--- config.mk ---
export PLATFORM = sky130hd
export DESIGN_NAME = program_stream_loader
export DESIGN_NICKNAME = d
export VERILOG_FILES = /design/src/rtl/program_stream_loader.sv
export SDC_FILE = /design/constraint.sdc
export NUM_CORES = 1
export LEC_CHECK = 0
export CAP_MARGIN = 20
export CELL_PAD_IN_SITES_DETAIL_PLACEMENT = 1
export CELL_PAD_IN_SITES_GLOBAL_PLACEMENT = 1
export CORE_MARGIN = 4
export CORE_UTILIZATION = 43
export CTS_BUF_LIST = sky130_fd_sc_hd__clkbuf_8 sky130_fd_sc_hd__clkbuf_16
export DETAILED_ROUTE_END_ITERATION = 10
export PLACE_DENSITY = 0.84
export SETUP_SLACK_MARGIN = 0.1
export SLEW_MARGIN = 20
export SYNTH_ARGS = -nofsm -noshare
export SYNTH_HDL_FRONTEND = slang
export SYNTH_SLANG_ARGS = --single-unit
--- constraint.sdc ---
create_clock -name clk_i -period 2.8 [get_ports clk_i]
set_input_delay 0.56 -clock clk_i [delete_from_list [all_inputs] [get_ports clk_i]]
set_output_delay 0.56 -clock clk_i [all_outputs]
set_load 0.05 [all_outputs]
--- src/rtl/program_stream_loader.sv ---
// Byte-serial program loader: unframes a byte-stuffed stream (START ... END), packs bytes into
// WORD_W-bit words, writes them to sequential instruction-memory addresses and gates CPU reset.
module program_stream_loader #(
  parameter int         WORD_W     = 32,
  parameter int         ADDR_W     = 8,
  parameter int         MAX_WORDS  = 64,
  parameter int         BIG_ENDIAN = 0,
  parameter logic [7:0] START_BYTE = 8'hFE,
  parameter logic [7:0] END_BYTE   = 8'hFF,
  parameter logic [7:0] ESC_BYTE   = 8'hFD
) (
  input  logic              clk_i,
  input  logic              reset_n,
  input  logic              byte_valid_i,
  input  logic [7:0]        byte_i,
  output logic              mem_we_o,
  output logic [ADDR_W-1:0] mem_addr_o,
  output logic [WORD_W-1:0] mem_wdata_o,
  output logic              cpu_run_o,
  output logic              load_done_o,
  output logic              err_o,
  output logic [ADDR_W:0]   word_count_o
);

  localparam int               BPW       = WORD_W / 8;
  localparam int               IDX_W     = (BPW > 1) ? $clog2(BPW) : 1;
  localparam bit               BE        = (BIG_ENDIAN != 0);
  localparam logic [IDX_W-1:0] LAST_LANE = IDX_W'(BPW - 1);
  localparam logic [ADDR_W:0]  MAX_CNT   = (ADDR_W + 1)'(MAX_WORDS);

  typedef enum logic [1:0] {
    IDLE,
    LOAD,
    ESC,
    DONE
  } state_t;

  state_t            state, state_n;
  logic [IDX_W-1:0]  byte_idx;
  logic [WORD_W-1:0] word_buf;
  logic [WORD_W-1:0] merged;
  logic [WORD_W-1:0] wr_data;
  logic              start_frame;
  logic              push_byte;
  logic              end_frame;
  logic              word_ready;
  logic              full;

  // Current assembly word with the incoming byte dropped into lane byte_idx.
  always_comb begin
    merged = word_buf;
    for (int l = 0; l < BPW; l++) begin
      if (IDX_W'(l) == byte_idx) begin
        if (BE) merged[WORD_W-8-8*l +: 8] = byte_i;
        else    merged[8*l +: 8]          = byte_i;
      end
    end
  end

  // NOTE: every signal of an always_comb gets a default first, otherwise a path that
  // skips an assignment infers a latch.
  always_comb begin
    state_n     = state;
    start_frame = 1'b0;
    push_byte   = 1'b0;
    end_frame   = 1'b0;
    if (byte_valid_i) begin
      case (state)
        IDLE, DONE: begin
          if (byte_i == START_BYTE) begin
            start_frame = 1'b1;
            state_n     = LOAD;
          end
        end
        LOAD: begin
          if (byte_i == START_BYTE) begin
            start_frame = 1'b1;
          end else if (byte_i == ESC_BYTE) begin
            state_n = ESC;
          end else if (byte_i == END_BYTE) begin
            end_frame = 1'b1;
            state_n   = DONE;
          end else begin
            push_byte = 1'b1;
          end
        end
        ESC: begin
          push_byte = 1'b1;
          state_n   = LOAD;
        end
        default: state_n = IDLE;
      endcase
    end
  end

  // A word is due either when the last lane fills or when END arrives with a partial word.
  always_comb begin
    word_ready = (push_byte && (byte_idx == LAST_LANE)) || (end_frame && (byte_idx != '0));
    wr_data    = push_byte ? merged : word_buf;
    full       = (word_count_o == MAX_CNT);
  end

  // NOTE: sequential state uses non-blocking assignments so every register samples
  // the pre-edge values regardless of statement order.
  always_ff @(posedge clk_i or negedge reset_n) begin
    if (!reset_n) state <= IDLE;
    else          state <= state_n;
  end

  always_ff @(posedge clk_i or negedge reset_n) begin
    if (!reset_n) begin
      byte_idx     <= '0;
      word_buf     <= '0;
      mem_we_o     <= 1'b0;
      mem_addr_o   <= '0;
      mem_wdata_o  <= '0;
      cpu_run_o    <= 1'b0;
      load_done_o  <= 1'b0;
      err_o        <= 1'b0;
      word_count_o <= '0;
    end else begin
      mem_we_o <= 1'b0;
      if (start_frame) begin
        byte_idx     <= '0;
        word_buf     <= '0;
        word_count_o <= '0;
        err_o        <= 1'b0;
        load_done_o  <= 1'b0;
        cpu_run_o    <= 1'b0;
      end else begin
        if (push_byte) begin
          if (byte_idx == LAST_LANE) begin
            byte_idx <= '0;
            word_buf <= '0;
          end else begin
            byte_idx <= byte_idx + IDX_W'(1);
            word_buf <= merged;
          end
        end
        if (end_frame) begin
          load_done_o <= 1'b1;
          cpu_run_o   <= 1'b1;
          byte_idx    <= '0;
          word_buf    <= '0;
          if (byte_idx != '0) err_o <= 1'b1;
        end
        // Words beyond MAX_WORDS are dropped but flagged.
        if (word_ready) begin
          if (full) begin
            err_o <= 1'b1;
          end else begin
            mem_we_o     <= 1'b1;
            mem_addr_o   <= word_count_o[ADDR_W-1:0];
            mem_wdata_o  <= wr_data;
            word_count_o <= word_count_o + (ADDR_W + 1)'(1);
          end
        end
      end
    end
  end

endmodule

# Yosys cells after proc, flatten, opt, wreduce, memory -nomap -nowiden
# Index checks and enable logic that the tools add are counted.
dict set report totals {
  reg_bits 88
  output_inout_bits 53
  elab_cells 86
  inputBits 11
}
dict set report op_classes {
  reduce_logical 14
  eq_ne 15
  addsub 2
  muxes 44
  bitwise_logic 2
}
# operator count
set op_table {}
lappend op_table {{$mux 32} 5}
lappend op_table {{$mux 8} 4}
lappend op_table {{$mux 9} 3}
lappend op_table {{$eq 8x8->1 const B} 3}
lappend op_table {{$mux 1} 22}
lappend op_table {{$mux 2} 8}
lappend op_table {{$add 9x1->9 const B} 1}
lappend op_table {{$eq 9x7->1 const B} 1}
lappend op_table {{$eq 2x2->1 const B} 3}
lappend op_table {{$ne 2x2->1 const B} 3}
lappend op_table {{$pmux 2 s3} 1}
lappend op_table {{$reduce_bool 2->1} 3}
lappend op_table {{$eq 2x2->1 const A} 2}
lappend op_table {{$logic_not 2->1} 2}
lappend op_table {{$reduce_and 4->1} 1}
lappend op_table {{$ne 3x3->1 const B} 1}
lappend op_table {{$reduce_and 3->1} 1}
lappend op_table {{$reduce_bool 3->1} 1}
lappend op_table {{$reduce_or 3->1} 1}
lappend op_table {{$add 2x1->2 const B} 1}
lappend op_table {{$eq 1x2->1 const A} 1}
lappend op_table {{$eq 2x1->1 const B} 1}
lappend op_table {{$logic_and 1x1->1} 2}
lappend op_table {{$not 1->1} 2}
lappend op_table {{4 further kinds} 4}

# Logic depth before layout (Yosys ltp)
# Gate-level depths: netlist (run 1).
dict set report depth {
  ltp_word 10
  depth_mapped 9
}

# Least setup slack after synthesis (run 1)
# Ideal clock, no wire load.
dict set report synth_path {
  kind {reg2reg}
  from {reg word_count_o[0]}
  to {reg mem_addr_o[0]}
  stages_incl_launch_ff 9
  setup_time_ns 0.125
  slack_ns 0.296
  t_required_ns 2.675
  arrival_time_ns 2.379
  period_less_slack_ns 2.504
  cell_sequence {dfrtp_1 inv_1 ha_1 nor4b_1 and2_1 nor2_2 a21boi_4 buf_6 mux2_2}
}
dict set report synth_between {
  elab_chain_cells 3
}
# element line
set synth_rtl {}
lappend synth_rtl {{start, declared} 22} ;# output logic [ADDR_W:0] word_count_o
lappend synth_rtl {{start signal, assigned} 155} ;# word_count_o <= word_count_o + (ADDR_W + 1)'(1);
lappend synth_rtl {{$eq 9x7->1} 100} ;# full = (word_count_o == MAX_CNT);
lappend synth_rtl {{$not 1->1 (no line)} -}
lappend synth_rtl {{$reduce_and 3->1 (no line)} -}
lappend synth_rtl {{end signal, assigned} 153} ;# mem_addr_o <= word_count_o[ADDR_W-1:0];
lappend synth_rtl {{end, declared} 17} ;# output logic [ADDR_W-1:0] mem_addr_o,
# Parallel ways exist; a longest one is shown, timed or not.
# A chain may end at the register's enable or synchronous reset.

# Final worst setup path (run 1)
dict set report layout_path {
  from {in byte_i[7]}
  to {reg word_buf[17]}
}
dict set report layout_between {
  elab_chain_cells 8
}
# element line
set layout_rtl {}
lappend layout_rtl {{start, declared} 15} ;# input logic [7:0] byte_i,
lappend layout_rtl {{$eq 8x8->1} 80} ;# end else if (byte_i == END_BYTE) begin
lappend layout_rtl {{$mux 1} 80}
lappend layout_rtl {{$mux 1} 78} ;# end else if (byte_i == ESC_BYTE) begin
lappend layout_rtl {{$mux 1} 76} ;# if (byte_i == START_BYTE) begin
lappend layout_rtl {{$mux 1} 68} ;# case (state)
lappend layout_rtl {{$mux 1} 67} ;# if (byte_valid_i) begin
lappend layout_rtl {{$mux 32} 140} ;# if (end_frame) begin
lappend layout_rtl {{$mux 32} 123} ;# if (start_frame) begin
lappend layout_rtl {{end signal, assigned} 137} ;# word_buf <= merged;
lappend layout_rtl {{end, declared} 40} ;# logic [WORD_W-1:0] word_buf;
# Parallel ways exist; a longest one is shown, timed or not.

==> run metrics, run 1 <==
outcome finished, final reports clean; largest net degree at the start of global routing 48; worst r2r path cells 8; VDD IR max 0.000636 V; Max Cap Viol 0; Total GRT Usage between 20% and 30%; Final period util between 90 and 100%; CTS Hold Buffers Added 0; Max Freq slightly below 400 MHz; Leakage approximately 0.0024 µW; r2r endpoint word_count_o[1]; Worst R2R Start state[0]; Mapped Area between 0.004 and 0.005 mm²; Fill cells 986; mean area per synthesized cell 12.2 µm²; Mapped Cells around 350; final WL about 12 mm; element type at the critical path end flop; Cell Pwr Density 1110 mW/mm²; final setup skew between 10 and 15 ps; Top FF cell, synth dfrtp_1; synth unique cells 47; clock slew at reported path FFs approximately 90 ps; Slew Viols, Final 0; ANT cells 0; chip height 107 µm; Setup violations, final 0; Synthesis Warnings 0; final HPWL from detailed placement 8.62 mm; Die W approximately 110 µm; Crit Path Max Fanout 9; design area roughly 0.0054 mm²; DRT iter0 DRCs 212; unrepaired setup endpoints after global routing no; sequential share of power 33.1%; Final Hold Fails 0; commonest non-fill, non-tap cell in the layout dfrtp_1; first-pass GRT wire length slightly above 20 mm; final core occ 57.6%; worst skew pair latency between 300 and 400 ps; die area 0.0115 mm²; clock share of power a little over an eighth; Vias/cell approximately 5.8; grt ovf 0; first drt pass iteration count 4; site row count 35; Hold Crit Class in2async; Synth Register Bits 88; vias in the first global route between 3000 and 4000; Post-Syn Nets about 370; NumNets Final 461; switching power around 2700 µW; routability cong. 0.825; final hold slack roughly 200 ps; Num CTS Buffers 9; commonest cells after routing, fill and taps aside 88 x dfrtp_1, 62 x clkdlybuf4s50_1, 49 x mux2_2, 38 x buf_4, 27 x nand2_1; core area ~0.0094 mm²; DRC Markers 0; DR WL/cell approximately 21 µm; setup repair bufs after CTS 0; CTS H-tree lvls 3; via count ~3300; Area contributors post-synth dfrtp_1 52%, mux2_2 13%, ha_1 2.7%; Max clock buf depth 2; FF/Latch Area 0.00220 mm²; worst-margin pin slew about 800 ps; share of layout cells above drive strength 1 between 20% and 30%; ANT nets after route 0; area taken by multi-input logic gates about 0.0019 mm²; CTS tree built; area growth from synthesis to layout 27.9%; clock sinks 88; R2R Setup Slk between 300 and 400 ps; initial antenna violation count 0; Setup crit start kind input port; Worst Path Arrival 2780 ps; I/O pin total 64; register area share after synthesis between 50 and 60%; Max-slew headroom a little under half; internal power approximately 3300 µW; combinational group share of total power approximately 54%; Sw Share around 45%; DP Area 0.00525 mm²; # port buffers 63; asr flop ratio synth 100%; Final Power about 6000 µW; cts repair resizes 0; starting density of the core ~45%; Final Critical Period roughly 2500 ps; critical path type in2reg; critical path required time around 3000 ps; share of the synthesized area in the top cell type between 50% and 60%; Post-synth EDFFs 0; Yosys top cell by area dfrtp_1; root buffer cell clkbuf_8
## registers in the layout (all words and copies together) (netlist names)
name          cells
load_done_o       1
err_o             1
mem_addr_o        8
word_buf         32
byte_idx          2
word_count_o      9
state             2
mem_we_o          1
mem_wdata_o      32
## worst max path at each step
stage / to / cells past startpoint / slack [ps] / start
after floorplan: mem_addr_o[0] / 8 / 300 / word_count_o[0]
after global placement: word_buf[13] / 7 / 50 / byte_i[0]
after detailed placement: word_buf[17] / 7 / -50 / byte_i[7]
after CTS: word_buf[17] / 7 / 280 / byte_i[7]
after global routing: word_buf[17] / 7 / 120 / byte_i[7]
final: word_buf[17] / 7 / 270 / byte_i[7]
## cell type report
cell class              count  area share (%)
multi-input cells         231            34.8
well taps                 129            2.98
clock inverters             7           0.900
flip-flops and latches     88            40.6
inverters                   8           0.554
clock buffers               9            2.29
repair buffers            103            17.8
## cell families after synthesis
| logic type | Yosys count | synth area share, % |
|---|---|---|
| buf+inv | 28 | 3.46 |
| flops | 88 | 52.0 |
| mux | 54 | 14.4 |
| simple gates | 76 | 9.84 |
| fa+ha+maj | 9 | 2.66 |
| compound gates | 92 | 17.7 |
## critical path, stage by stage
cell	delay, ps
clkdlybuf4s50_1	620
nand4_1	200
buf_4	210
a211oi_1	380
nor2_1	260
and2_1	250
a32o_1	280
## layer usage
metal	share of wire, %	vias up	GRT usage (%)	wire length (µm)
li1	-	1500	-	-
met1	45	1725	30.5	5430
met2	50	71	36.9	6030
met3	3.4	21	3.97	416
met4	1.9	0	6.67	230
met5	0	-	0	0
## cell usage after synthesis (5+ instances only)
master,number
dfrtp_1,88
mux2_2,49
nand2_1,27
a21oi_1,12
a32o_1,11
clkbuf_1,11
o22ai_1,11
o2bb2ai_1,11
and3_1,10
o21ai_0,10
ha_1,9
a2bb2oi_1,8
inv_1,8
nand3_1,8
a2111o_1,7
a2bb2o_1,7
nor2_1,7
nor2b_1,5
## power groups by stage
| stage | clock, µW | combinational (µW) | sequential (µW) |
|---|---|---|---|
| 5_1_grt | 887 | 3420 | 2060 |
| 4_1_cts | 823 | 3250 | 2000 |
| 3_3_place_gp | 0 | 3110 | 1980 |
| 6_report | 807 | 3230 | 2000 |
| 3_5_place_dp | 0 | 3220 | 2020 |
| 2_1_floorplan | 0 | 1230 | 2850 |
## per-stage QoR
step	std cells	worst slack (ps)	setup TNS, ps
2_1_floorplan	347	296	0
3_3_place_gp	559	52.5	0
3_5_place_dp	559	-50.2	-181
4_1_cts	575	276	0
5_1_grt	575	124	0
6_report	575	271	0
Power figures use the tool's default switching activity.
==> run 2, diff against run 1 <==
Settings changed: ABC_AREA set to 1, CORE_UTILIZATION 43 to 40, PLACE_DENSITY 0.84 to 0.85.
==> run 2 against run 1 <==
Routed wire length grew 17%; final cell count grew 45%; utilization shrank 6.3 points; sequential power is essentially flat; critical path type unchanged; highest routed layer unchanged; global-route usage grew 0.22 points; die area grew 16%; maximum frequency grew 0.50%; sequential cell count is the same.
==> run metrics, run 2 <==
asr flop ratio synth 100% (unchanged); Final Hold Fails 0 (unchanged); outcome finished, final reports clean; root buffer cell clkbuf_16; Synth Area in Compound Gates 6.47% (-11 points); critical path required time 3060 ps (about the same); Max stage delay on crit path 820 ps (+200 ps); Max clock buf depth 2 (unchanged); CP max stage cell nor2_2; commonest cells after routing, fill and taps aside 233 x nand2_1, 98 x nand3_1, 88 x dfrtp_1, 62 x clkdlybuf4s50_1, 49 x inv_1; switching power 2980 µW (+10%); ANT nets after route 0 (unchanged); worst skew pair latency 350 ps (about the same); Worst R2R Start byte_idx[0]; largest net degree at the start of global routing 55 (+15%); combinational group share of total power 48.7% (-4.9 points); critical path type in2reg; internal power 3530 µW (+6.0%); WP buf/inv 1 (-1); Fill cells 1436 (+46%); top-count cell post-synth nand2_1; via count 4430 (+34%); clock slew at reported path FFs 60 ps (-30 ps); Leakage 0.00294 µW (+21%); Final Power 6500 µW (+7.8%); starting density of the core 40.8% (-4.2 points); Vias/cell 5.32 (-7.7%); Mapped Cells 619 (+78%); vias in the first global route 4888 (+32%); # port buffers 63 (unchanged); grt ovf 0 (unchanged); post-synthesis simple-gate area fraction 34.7% (+25 points); element type at the critical path end flop; CTS Hold Buffers Added 0 (unchanged); main combinational cell family by area after synthesis simple AND/OR/NAND/NOR gates; clock sinks 88 (unchanged); I/O pin total 64 (unchanged); Total GRT Usage 22.7% (+0.22 points); final setup skew 4.81 ps (-5.39 ps); Num CTS Buffers 9 (unchanged); Sw Share 45.8% (+0.92 points); worst-margin pin slew 1070 ps (+293 ps); Synthesis Warnings 0 (unchanged); sequential share of power 30.6% (-2.5 points); Setup TNS 0 ps (unchanged); CTS H-tree lvls 3 (unchanged); crit path from byte_i[1]; ANT cells 0 (unchanged); Synth Register Bits 88 (unchanged); cts repair resizes 0 (unchanged); CP delay by family, top simple AND/OR/NAND/NOR gates; first-pass GRT wire length 23.8 mm (+17%); Setup crit start kind input port; register area share after synthesis 47.4% (-4.6 points); NumNets Final 704 (+53%); Die W 116 µm (+7.9%); Cell Pwr Density 1120 mW/mm² (+0.29%); area taken by multi-input logic gates 0.00205 mm² (+8.9%); Final Critical Period 2520 ps (-12.7 ps); DRT iter0 DRCs 272 (+28%); core area 0.0114 mm² (+21%); first drt pass iteration count 4 (unchanged); Post-Syn Nets 639 (+74%); Largest regs mem_wdata_o: 32 flops, word_buf: 32 flops, word_count_o: 9 flops; commonest non-fill, non-tap cell in the layout nand2_1; initial antenna violation count 0 (unchanged); area growth from synthesis to layout 25.4%; setup repair bufs after CTS 0 (unchanged); Worst Path Arrival 2770 ps (about the same); XOR/XNOR share of the synthesized area 0.566% (+0.57 points); site row count 39 (+11%); unrepaired setup endpoints after global routing no; mux cell area share after synthesis 0% (-14 points); Slew Viols, Final 0 (unchanged); chip height 116 µm (+7.9%); CTS tree built; share of the synthesized area in the top cell type 47.4% (-4.6 points); final WL 14.2 mm (+17%); mean area per synthesized cell 7.50 µm² (-39%); Mapped Area 0.00464 mm² (+9.6%); FF/Latch Area 0.00220 mm² (unchanged); DR WL/cell 17.1 µm (-19%); Post-synth EDFFs 0 (unchanged); Max Freq 397 MHz (+0.50%); Final period util 89.9% (-0.45 points); Max Cap Viol 0 (unchanged); Area contributors post-synth dfrtp_1 47%, nand2_1 19%, nand3_1 11%; Yosys top cell by area dfrtp_1; DRC Markers 0 (unchanged); VDD IR max 0.000661 V (+3.9%); synth unique cells 30 (-36%); most frequent cell on the critical path nand2_2; Max-slew headroom 28.4% (-19 points); Setup violations, final 0 (unchanged); Hold Crit Class in2async; most instantiated cells after synthesis 233 x nand2_1, 98 x nand3_1, 88 x dfrtp_1, 48 x inv_1, 47 x o21ai_0; Synth Area in Adders 2.43% (-0.23 points); routability cong. 0.807 (-2.1%); Top FF cell, synth dfrtp_1; die area 0.0134 mm² (+16%); Crit Path Max Fanout 25 (+16); share of layout cells above drive strength 1 8.42% (-17 points); final hold slack 173 ps (-24.7 ps); worst path cell trace clkdlybuf4s50_1 -> nand4_1 -> nor2_1 -> nand2_2 -> nand2_2 -> nor2_2 -> nand3_1 -> o21ai_0; clock share of power 20.7% (+7.3 points); final HPWL from detailed placement 9.82 mm (+14%)
## run 2: cell types whose count changed after synthesis, moves of 10 or more
cell and change:
o22ai_1 -11, buf_2 +11, nand3_1 +90, a21oi_1 -10, and3_1 -10, mux2_2 -49, o21ai_0 +37, nand2_1 +206
inv_1 +40, o2bb2ai_1 -11, a32o_1 -11
## run 2: power groups by stage
| stage | logic, µW | clock network (µW) | registers (µW) |
|---|---|---|---|
| 6_report | 3160 | 1350 | 1990 |
| 3_5_place_dp | 3160 | 0 | 2010 |
| 2_1_floorplan | 1300 | 0 | 2770 |
| 3_3_place_gp | 3010 | 0 | 1970 |
| 5_1_grt | 3470 | 1420 | 2050 |
| 4_1_cts | 3190 | 1370 | 1990 |
## run 2: per-stage QoR
| step | worst slack (ps) | cells | area [µm²] | util (%) |
|---|---|---|---|---|
| 2_1_floorplan | 910 | 619 | 4640 | - |
| 3_3_place_gp | 54.0 | 816 | 5490 | 48.3 |
| 3_5_place_dp | -42.6 | 816 | 5490 | 48.3 |
| 4_1_cts | 326 | 832 | 5820 | 51.2 |
| 5_1_grt | 108 | 832 | 5820 | 51.2 |
| 6_report | 284 | 832 | 5820 | 51.2 |
## run 2: cells by family after synthesis
| logic type | count (synthesis) |
|---|---|
| adders and majority gates | 9 |
| DFF | 88 |
| and+or+nand+nor | 372 |
| xor gates and xnor gates | 3 |
| AOI/OAI and AO/OA | 59 |
| buffers and inverters | 88 |
## run 2: final timing paths
check	end	slack [ps]	depth (start not counted)
worst max-delay path	word_buf[8]	280	8
worst min-delay path	mem_addr_o[0]	170	1
worst max register to register	word_buf[8]	600	4
worst min register to register	mem_addr_o[5]	470	2
max in group asynchronous	word_buf[9]	1960	2
min in group clk_i	mem_addr_o[5]	470	2
## run 2: per-layer routing
metal  vias to the layer above  share of wire (%)  global-route usage (%)
met5                         -                  0                       0
met4                         0                1.9                    8.82
met3                        23                4.7                    3.60
met2                        91                 50                    39.0
met1                      2199                 43                    28.8
li1                       2117                  -                       -
## run 2: final cells by class
| cell class | count | area share (%) |
|---|---|---|
| repair buffers | 90 | 14.7 |
| multi-input cells | 443 | 35.3 |
| well taps | 143 | 3.07 |
| clock inverters | 5 | 1.38 |
| flip-flops and latches | 88 | 37.8 |
| inverters | 52 | 3.40 |
| clock buffers | 11 | 4.34 |
